File: src/rtl/sum_drain.sv
`default_nettype none
// +----------------------------------------------------------------------------+
// | Module   : sum_drain                                                       |
// | Purpose  : Drains a sum RAM, quantizes each word and streams it out.       |
// | Revision : 1.0                                                             |
// +----------------------------------------------------------------------------+
module sum_drain #(
    parameter int C_DSIZE      = 24,
    parameter int C_ASIZE      = 10,
    parameter int C_OSIZE      = 8,
    parameter int C_RD_LAT     = 3,
    parameter int C_FIFO_DEPTH = 4
) (
    input  logic               I_clk,
    input  logic               I_rst_n,
    input  logic               I_start,
    input  logic [C_ASIZE:0]   I_len,
    input  logic [4:0]         I_shift,
    output logic               O_busy,
    output logic               O_done,
    output logic [C_ASIZE-1:0] O_raddr,
    output logic               O_rd,
    input  logic [C_DSIZE-1:0] I_rdata,
    output logic [C_OSIZE-1:0] O_data,
    output logic               O_valid,
    input  logic               I_ready
);

    localparam int C_PW = (C_FIFO_DEPTH > 1) ? $clog2(C_FIFO_DEPTH) : 1;
    localparam int C_CW = $clog2(C_FIFO_DEPTH + C_RD_LAT + 1) + 1;
    localparam logic signed [C_DSIZE:0] C_QMAX = (C_DSIZE+1)'((1 << (C_OSIZE-1)) - 1);
    localparam logic signed [C_DSIZE:0] C_QMIN = (C_DSIZE+1)'(-(1 << (C_OSIZE-1)));

    typedef enum logic [1:0] {
        S_IDLE  = 2'd0,
        S_RUN   = 2'd1,
        S_FLUSH = 2'd2
    } state_t;

    state_t               state_q;
    logic                 busy_q;
    logic                 done_q;
    logic [C_ASIZE:0]     len_q;
    logic [C_ASIZE:0]     rd_cnt_q;
    logic [4:0]           shift_q;
    logic [C_ASIZE-1:0]   raddr_q;
    logic [C_RD_LAT-1:0]  pipe_q;
    logic [C_OSIZE-1:0]   mem_q [C_FIFO_DEPTH];
    logic [C_PW-1:0]      wr_ptr_q;
    logic [C_PW-1:0]      rd_ptr_q;
    logic [C_CW-1:0]      cnt_q;

    logic [C_CW-1:0]      w_inflight;
    logic [C_CW-1:0]      w_load;
    logic                 w_rd;
    logic                 w_pop;
    logic                 w_push;
    logic                 w_last_rd;
    logic signed [C_DSIZE:0] w_ext;
    logic signed [C_DSIZE:0] w_half;
    logic signed [C_DSIZE:0] w_rnd;
    logic signed [C_DSIZE:0] w_shr;
    logic [C_OSIZE-1:0]   w_q;

    function automatic logic [C_PW-1:0] f_inc(input logic [C_PW-1:0] p);
        return (p == C_PW'(C_FIFO_DEPTH-1)) ? '0 : p + C_PW'(1);
    endfunction

    always_comb begin
        w_inflight = '0;
        for (int i = 0; i < C_RD_LAT; i++) begin
            w_inflight = w_inflight + C_CW'(pipe_q[i]);
        end
    end

    // A slot is reserved for every read from issue until its word is popped,
    // so the FIFO can never be written while full.
    assign O_valid   = (cnt_q != '0);
    assign w_pop     = O_valid && I_ready;
    assign w_push    = pipe_q[C_RD_LAT-1];
    assign w_load    = w_inflight + cnt_q - C_CW'(w_pop);
    assign w_rd      = (state_q == S_RUN) && (w_load < C_CW'(C_FIFO_DEPTH));
    assign w_last_rd = (rd_cnt_q == len_q - (C_ASIZE+1)'(1));

    assign O_rd    = w_rd;
    assign O_raddr = w_rd ? rd_cnt_q[C_ASIZE-1:0] : raddr_q;
    assign O_busy  = busy_q;
    assign O_done  = done_q;
    assign O_data  = mem_q[rd_ptr_q];

    // Round-half-up in one extra bit, then shift and saturate.
    always_comb begin
        w_ext  = {I_rdata[C_DSIZE-1], I_rdata};
        w_half = (shift_q == 5'd0) ? '0 : ((C_DSIZE+1)'(1) << (shift_q - 5'd1));
        w_rnd  = w_ext + w_half;
        w_shr  = w_rnd >>> shift_q;
        if (32'(shift_q) >= C_DSIZE) begin
            w_q = I_rdata[C_DSIZE-1] ? '1 : '0;
        end else if (w_shr > C_QMAX) begin
            w_q = C_QMAX[C_OSIZE-1:0];
        end else if (w_shr < C_QMIN) begin
            w_q = C_QMIN[C_OSIZE-1:0];
        end else begin
            w_q = w_shr[C_OSIZE-1:0];
        end
    end

    always_ff @(posedge I_clk or negedge I_rst_n) begin
        if (!I_rst_n) begin
            state_q  <= S_IDLE;
            busy_q   <= 1'b0;
            done_q   <= 1'b0;
            len_q    <= '0;
            rd_cnt_q <= '0;
            shift_q  <= '0;
            raddr_q  <= '0;
        end else begin
            done_q <= 1'b0;
            if (done_q) begin
                busy_q <= 1'b0;
            end
            case (state_q)
                S_IDLE: begin
                    if (I_start && !busy_q) begin
                        busy_q   <= 1'b1;
                        len_q    <= I_len;
                        shift_q  <= I_shift;
                        rd_cnt_q <= '0;
                        if (I_len == '0) begin
                            done_q <= 1'b1;
                        end else begin
                            state_q <= S_RUN;
                        end
                    end
                end
                S_RUN: begin
                    if (w_rd) begin
                        rd_cnt_q <= rd_cnt_q + (C_ASIZE+1)'(1);
                        raddr_q  <= rd_cnt_q[C_ASIZE-1:0];
                        if (w_last_rd) begin
                            state_q <= S_FLUSH;
                        end
                    end
                end
                S_FLUSH: begin
                    if (w_pop && (cnt_q == C_CW'(1)) && (pipe_q == '0)) begin
                        state_q <= S_IDLE;
                        done_q  <= 1'b1;
                    end
                end
                default: state_q <= S_IDLE;
            endcase
        end
    end

    generate
        if (C_RD_LAT == 1) begin : g_pipe_one
            always_ff @(posedge I_clk or negedge I_rst_n) begin
                if (!I_rst_n) pipe_q <= '0;
                else          pipe_q <= w_rd;
            end
        end else begin : g_pipe_deep
            always_ff @(posedge I_clk or negedge I_rst_n) begin
                if (!I_rst_n) pipe_q <= '0;
                else          pipe_q <= {pipe_q[C_RD_LAT-2:0], w_rd};
            end
        end
    endgenerate

    always_ff @(posedge I_clk or negedge I_rst_n) begin
        if (!I_rst_n) begin
            wr_ptr_q <= '0;
            rd_ptr_q <= '0;
            cnt_q    <= '0;
            for (int i = 0; i < C_FIFO_DEPTH; i++) begin
                mem_q[i] <= '0;
            end
        end else begin
            if (w_push) begin
                mem_q[wr_ptr_q] <= w_q;
                wr_ptr_q        <= f_inc(wr_ptr_q);
            end
            if (w_pop) begin
                rd_ptr_q <= f_inc(rd_ptr_q);
            end
            cnt_q <= cnt_q + C_CW'(w_push) - C_CW'(w_pop);
        end
    end

endmodule
`default_nettype wire

File: config.mk
export PLATFORM = sky130hd
export DESIGN_NAME = sum_drain
export DESIGN_NICKNAME = d
export VERILOG_FILES = /design/src/rtl/sum_drain.sv
export SDC_FILE = /design/constraint.sdc
export NUM_CORES = 1
export LEC_CHECK = 0
export BUFFER_PORTS_ARGS = -buffer_cell sky130_fd_sc_hd__buf_4
export CAP_MARGIN = 25
export CORE_AREA = 10 10 165 167
export CTS_CLUSTER_SIZE = 14
export DETAILED_ROUTE_END_ITERATION = 7
export DIE_AREA = 0 0 175 177
export GPL_TIMING_DRIVEN = 0
export HOLD_SLACK_MARGIN = 0.12
export PLACE_DENSITY_LB_ADDON = 0.08
export RECOVER_POWER = 25
export SLEW_MARGIN = 20
export SYNTH_ARGS = -nofsm -noshare
export SYNTH_HDL_FRONTEND = slang
export SYNTH_SLANG_ARGS = --single-unit
File: constraint.sdc
create_clock -name I_clk -period 11.66 [get_ports I_clk]
set_input_delay 2.915 -clock I_clk [delete_from_list [all_inputs] [get_ports I_clk]]
set_output_delay 2.915 -clock I_clk [all_outputs]
set_load 0.02 [all_outputs]
# After elaboration in Yosys (flattened, before gate mapping)
# Cells that the tools add are included.
[op_classes] n_addsub=12 order_cmp=7 eq_ne=11 n_shift=2 n_mux=30 bitwise=2 n_reduce_logical=16
[ops] cell="$mux W8" count=7
[ops] cell="$bwmux W32" count=1
[ops] cell="$add A24 B25 Y25" count=1
[ops] cell="$gt A25 B8 Y1 const B" count=1
[ops] cell="$lt A25 B8 Y1 const B" count=1
[ops] cell="$mux W25" count=1
[ops] cell="$shl A1 B5 Y25 const A" count=1
[ops] cell="$sshr A25 B5 Y25" count=1
[ops] cell="$mux W11" count=2
[ops] cell="$pmux W11 S2" count=1
[ops] cell="$bmux W8 S2" count=1
[ops] cell="$demux W8 S2" count=1
[ops] cell="$mux W2" count=7
[ops] cell="$add A11 B1 Y11 const B" count=1
[ops] cell="$eq A11 B11 Y1" count=1
[ops] cell="$logic_not A11 Y1" count=1
[ops] cell="$sub A11 B1 Y11 const B" count=1
[ops] cell="$mux W10" count=1
[ops] cell="$ne A2 B2 Y1 const B" count=5
[ops] cell="$sub A4 B1 Y4" count=2
[ops] cell="$eq A2 B2 Y1 const B" count=3
[ops] cell="$ge A3 B3 Y1 const B" count=2
[ops] cell="$logic_and A1 B1 Y1" count=6
[ops] cell="$mux W1" count=6
[ops] cell="23 further kinds" count=25
[word_totals] reg_bits=84 input_bits=44 output_inout_bits=22 wordCells=95

# Longest topological paths before layout
[depth] word_depth=10 mapped_depth=22 mapped_depth_nobuf=20

# Worst setup path before layout
# No wires, ideal clock.
[synth_timing] path_kind="input port to output port" from="in I_ready" to="out O_raddr[2]" arrival_ns=5.748 required_ns=8.745 setup_slack_ns=2.997 stages=13 n_path_buf=1 cell_sequence="nand2_1 inv_1 ha_1 inv_1 fa_1 ha_1 a31oi_1 nand3b_1 a21oi_1 a31oi_1 nor2_1 clkbuf_1 mux2_2"
[synth_via] elab_chain_cells=5
[synth_lines] item="start, declared" line_no="26" text="input logic I_ready"
[synth_lines] item="$logic_and A1 B1 Y1" line_no="79" text="assign w_pop = O_valid && I_ready;"
[synth_lines] item="via w_pop" line_no="56" text="logic w_pop;"
[synth_lines] item="$sub A4 B1 Y4" line_no="81" text="assign w_load = w_inflight + cnt_q - C_CW'(w_pop);"
[synth_lines] item="$lt A4 B3 Y1" line_no="82" text="assign w_rd = (state_q == S_RUN) && (w_load < C_CW'(C_FIFO_DEPTH));"
[synth_lines] item="$logic_and A1 B1 Y1" line_no="82"
[synth_lines] item="via O_rd" line_no="22" text="output logic O_rd,"
[synth_lines] item="$mux W10"
[synth_lines] item="end, declared" line_no="21" text="output logic [C_ASIZE-1:0] O_raddr,"
# The timed path passes the listed nets, and every way through them passes these cells.

# Final worst setup path
[layout_timing] from="in I_ready" to="out O_raddr[7]"
[layout_via] elab_chain_cells=5
[layout_lines] item="$logic_and A1 B1 Y1" line_no="79"
[layout_lines] item="via w_pop" line_no="56"
[layout_lines] item="$sub A4 B1 Y4" line_no="81"
[layout_lines] item="$lt A4 B3 Y1" line_no="82"
[layout_lines] item="$logic_and A1 B1 Y1" line_no="82"
[layout_lines] item="$mux W10"
# The timed path passes the listed nets, and every way through them passes these cells.

==> flow_metrics.tcl <==
set metrics [dict create \
    reg2regPathDepth 18 \
    place_ws_ps 2240 \
    crit_chain "buf_4, nand2_1, inv_1, ha_1, inv_1, fa_1, ha_1, a31oi_1, nand3b_1, a21oi_1, a31oi_1, nor2_1, clkbuf_1, mux2_2, buf_4" \
    worstSetupPathType "input pin to primary output" \
    rrSetupSlack_ps 4830 \
    cts_sinks 84 \
    final_layout_size_suffix_gt1_share_pct 17.3 \
    final-setup-viol-count 0 \
    synth.most_common_cell "nand2_1" \
    htreeDepth 3 \
    synth_common_cells "nand2_1 (123), nor2_1 (118), dfrtp_1 (84)" \
    max_stage_delay_ps 590 \
    synth_cells 987 \
    die_area_um2 31000 \
    routedWlPerCell_um 20.2 \
    synthTopCellsByArea "dfrtp_1 (26%), ha_1 (6.1%), nand2_1 (5.6%)" \
    final_nets 1151 \
    violations "capacitance limit, slew limit" \
    worstSkewPairLatency_ps 350 \
    route.detailed.drc 0 \
    highest_layer "met4" \
    final_area_um2 9440 \
    synth_top_area_cell "dfrtp_1" \
    yosysWarnings 0 \
    maxCapViolCount 1 \
    holdCritStartpoint "pipe_q[1]" \
    switching_share_pct 31.3 \
    via_per_inst 5.72 \
    fmax_ghz 0.107 \
    holdWs_ps 379 \
    worst_slack_ps 2290 \
    relSlewSlack_pct -75.0 \
    final_hold_viol_count 0 \
    cts_buffers 9 \
    cp_max_fo 11 \
    final_antenna_net_count 0 \
    min_to "pipe_q[2]" \
    drt_iter0_drc 640 \
    ys_ff_latch 84 \
    grt_remaining_overflow 0 \
    dp_hpwl_mm 22.5 \
    grt_max_degree 46 \
    finalCriticalPeriod_ps 9370 \
    placed_area_um2 9120 \
    crit_arrival_ps 6460 \
    start_util_pct 34.2 \
    area_delta_synth_final_pct 15.1 \
    critPathLaunch "I_ready" \
    min_period_over_period_pct 80.4 \
    synth-async-reset-ratio_pct 100 \
    ys.flop_type "dfrtp_1" \
    grt_first_pass_wirelength_mm 44.9 \
    p_leak_nw 3.95 \
    ios 66 \
    path_buf_inv 5 \
    synth-seq-area-share_pct 25.6 \
    drv_slew 45 \
    grt_pass1_vias 7887 \
    worst_setup_path_start_kind "input pin" \
    p_switching_mw 0.283 \
    wl_mm 28.1 \
    synth-edff-count 0 \
    root_buffer "clkbuf_16" \
    yosysUniqueCellTypes 96 \
    rows 57 \
    clk_pin_slew_ps 60 \
    routabilityCongestion 0.907 \
    power.share.clock_pct 35.6 \
    cp-end-kind "primary output" \
    clockBufferDepth 2 \
    cts-resized-gates 0 \
    firstDrtPassIters 5 \
    port_buffers 65 \
    whs_path_depth 0 \
    antenna_found_initial 0 \
    synth_area_per_cell_um2 8.31 \
    wl_met2_mm 13.0 \
    cts_hold_buf 0 \
    power_mw 0.905 \
    route.met3.wl_um 955 \
    critPathRequiredTime_ps 8750 \
    intPower_mw 0.622 \
    finalSetupTns_ps 0 \
    rsz0062_at_grt "no" \
    r2r-end "mem_q[28]" \
    wl_met1_mm 13.6 \
    crit_cells 15 \
    power.density_nw_per_um2 95.9 \
    r2r_start "shift_q[2]" \
    skew_ps 17.5 \
    status "finished with violations" \
    cpLargestDelayFamily "buffers and inverters" \
    synth_top_area_share_pct 25.6 \
    pwr-share-comb_pct 29.1 \
    die_h_um 177 \
    vdd_drop_max_v 0.0000647 \
    worst_slew_pin_slew_ps 2630 \
    coreArea_um2 24000 \
    worst_path_max_delay_cell "clkbuf_1" \
    cts_setup_buffers 0 \
    hp-class "flip-flop to flip-flop" \
    grt.total_usage_pct 17.8 \
    seqPwrFrac_pct 35.3 \
    n_antenna_cell 0 \
    die_x_um 175 \
    netlist_area_um2 8200 \
    cts_tree "built" \
    synthesis.nets 1074 \
    num_vias 7963 \
]
worst max path at each step:
stage | endpoint | slack, ps
6_report | O_raddr[7] | 2290
5_1_grt | O_raddr[6] | 2030
4_1_cts | O_raddr[7] | 2240
3_5_place_dp | O_raddr[7] | 2240
3_3_place_gp | O_raddr[7] | 2260
2_1_floorplan | O_raddr[2] | 3000
worst register-to-register path, cell delays in order, from the launching register on:
cell and delay (ps):
dfrtp_1 490, clkbuf_1 310, nor2_1 700, nand2_1 420
nor2_1 200, ha_1 380, o211ai_1 150, o211ai_1 590
a21oi_1 290, o221a_2 320, nor3b_2 570, o22ai_1 250
a2111oi_0 520, a221o_1 250, o2111ai_1 140, o41ai_2 280
a31oi_2 290, nor3_4 420, a221o_1 210
registers in the layout (all words and copies together), names as in the netlist, 3 cells and up:
signal / cells
cnt_q: 4
len_q: 11
shift_q: 5
mem_q: 32
rd_cnt_q: 11
pipe_q: 3
raddr_q: 10
cell families after synthesis:
kind of cell | count (synthesis) | share of synthesized area [%]
xor+xnor | 42 | 4.67
flops | 84 | 25.6
mux | 52 | 8.56
simple gates | 382 | 22.6
buf+inv | 99 | 4.91
fa+ha+maj | 43 | 6.83
compound gates | 285 | 26.9
cells in the final DEF, fill, tap and decap left out, types with 7 or more instances in the layout:
master,Yosys,layout
nand2_1,123,123
nor2_1,118,118
dfrtp_1,84,84
buf_4,1,65
o21ai_0,54,54
a21oi_1,40,40
ha_1,40,40
inv_1,36,36
clkbuf_1,34,35
a221o_1,34,34
mux2_2,25,25
nor3_1,24,24
xor2_1,20,20
xnor2_1,20,20
nand3_1,20,20
nand4_1,17,17
buf_2,16,16
a211oi_1,16,16
mux2i_1,15,15
o211ai_1,14,14
mux4_2,12,12
nor4_1,11,11
a221oi_1,11,11
buf_1,9,9
and3_1,9,9
a21oi_2,9,9
clkbuf_16,0,9
or3_1,8,8
o22ai_1,8,8
a31oi_1,8,8
o21ai_1,7,7
o21a_1,7,7
and2_1,7,7
power groups by stage:
stage               clock network [mW]  registers, mW  logic (mW)
floorplan                            0          0.322       0.188
global placement                     0          0.325       0.264
detailed placement                   0          0.325       0.267
CTS                              0.332          0.320       0.268
global route                     0.345          0.323       0.298
finish                           0.322          0.320       0.263
per-layer routing:
| metal | track usage [%] | vias to the layer above |
|---|---|---|
| met2 | 28.8 | 238 |
| met4 | 4.27 | 0 |
| met1 | 25.0 | 3809 |
| li1 | - | 3872 |
| met3 | 1.77 | 44 |
| met5 | 0 | - |
per-stage QoR:
| step | cells | util (%) |
|---|---|---|
| CTS | 1393 | 39.4 |
| floorplan | 987 | - |
| global route | 1393 | 39.4 |
| global placement | 1376 | 38.0 |
| detailed placement | 1377 | 38.0 |
| finish | 1393 | 39.4 |
cell type report:
cell class | count | area (um^2)
multi-input combinational | 804 | 5700
clock inverter | 7 | 103
inverter | 38 | 143
timing repair buffer | 66 | 504
tap | 324 | 405
buffer | 61 | 260
fill | 2562 | 14500
sequential | 84 | 2100
clock buffer | 9 | 225
Note: power is estimated with default switching activity, not from simulation.
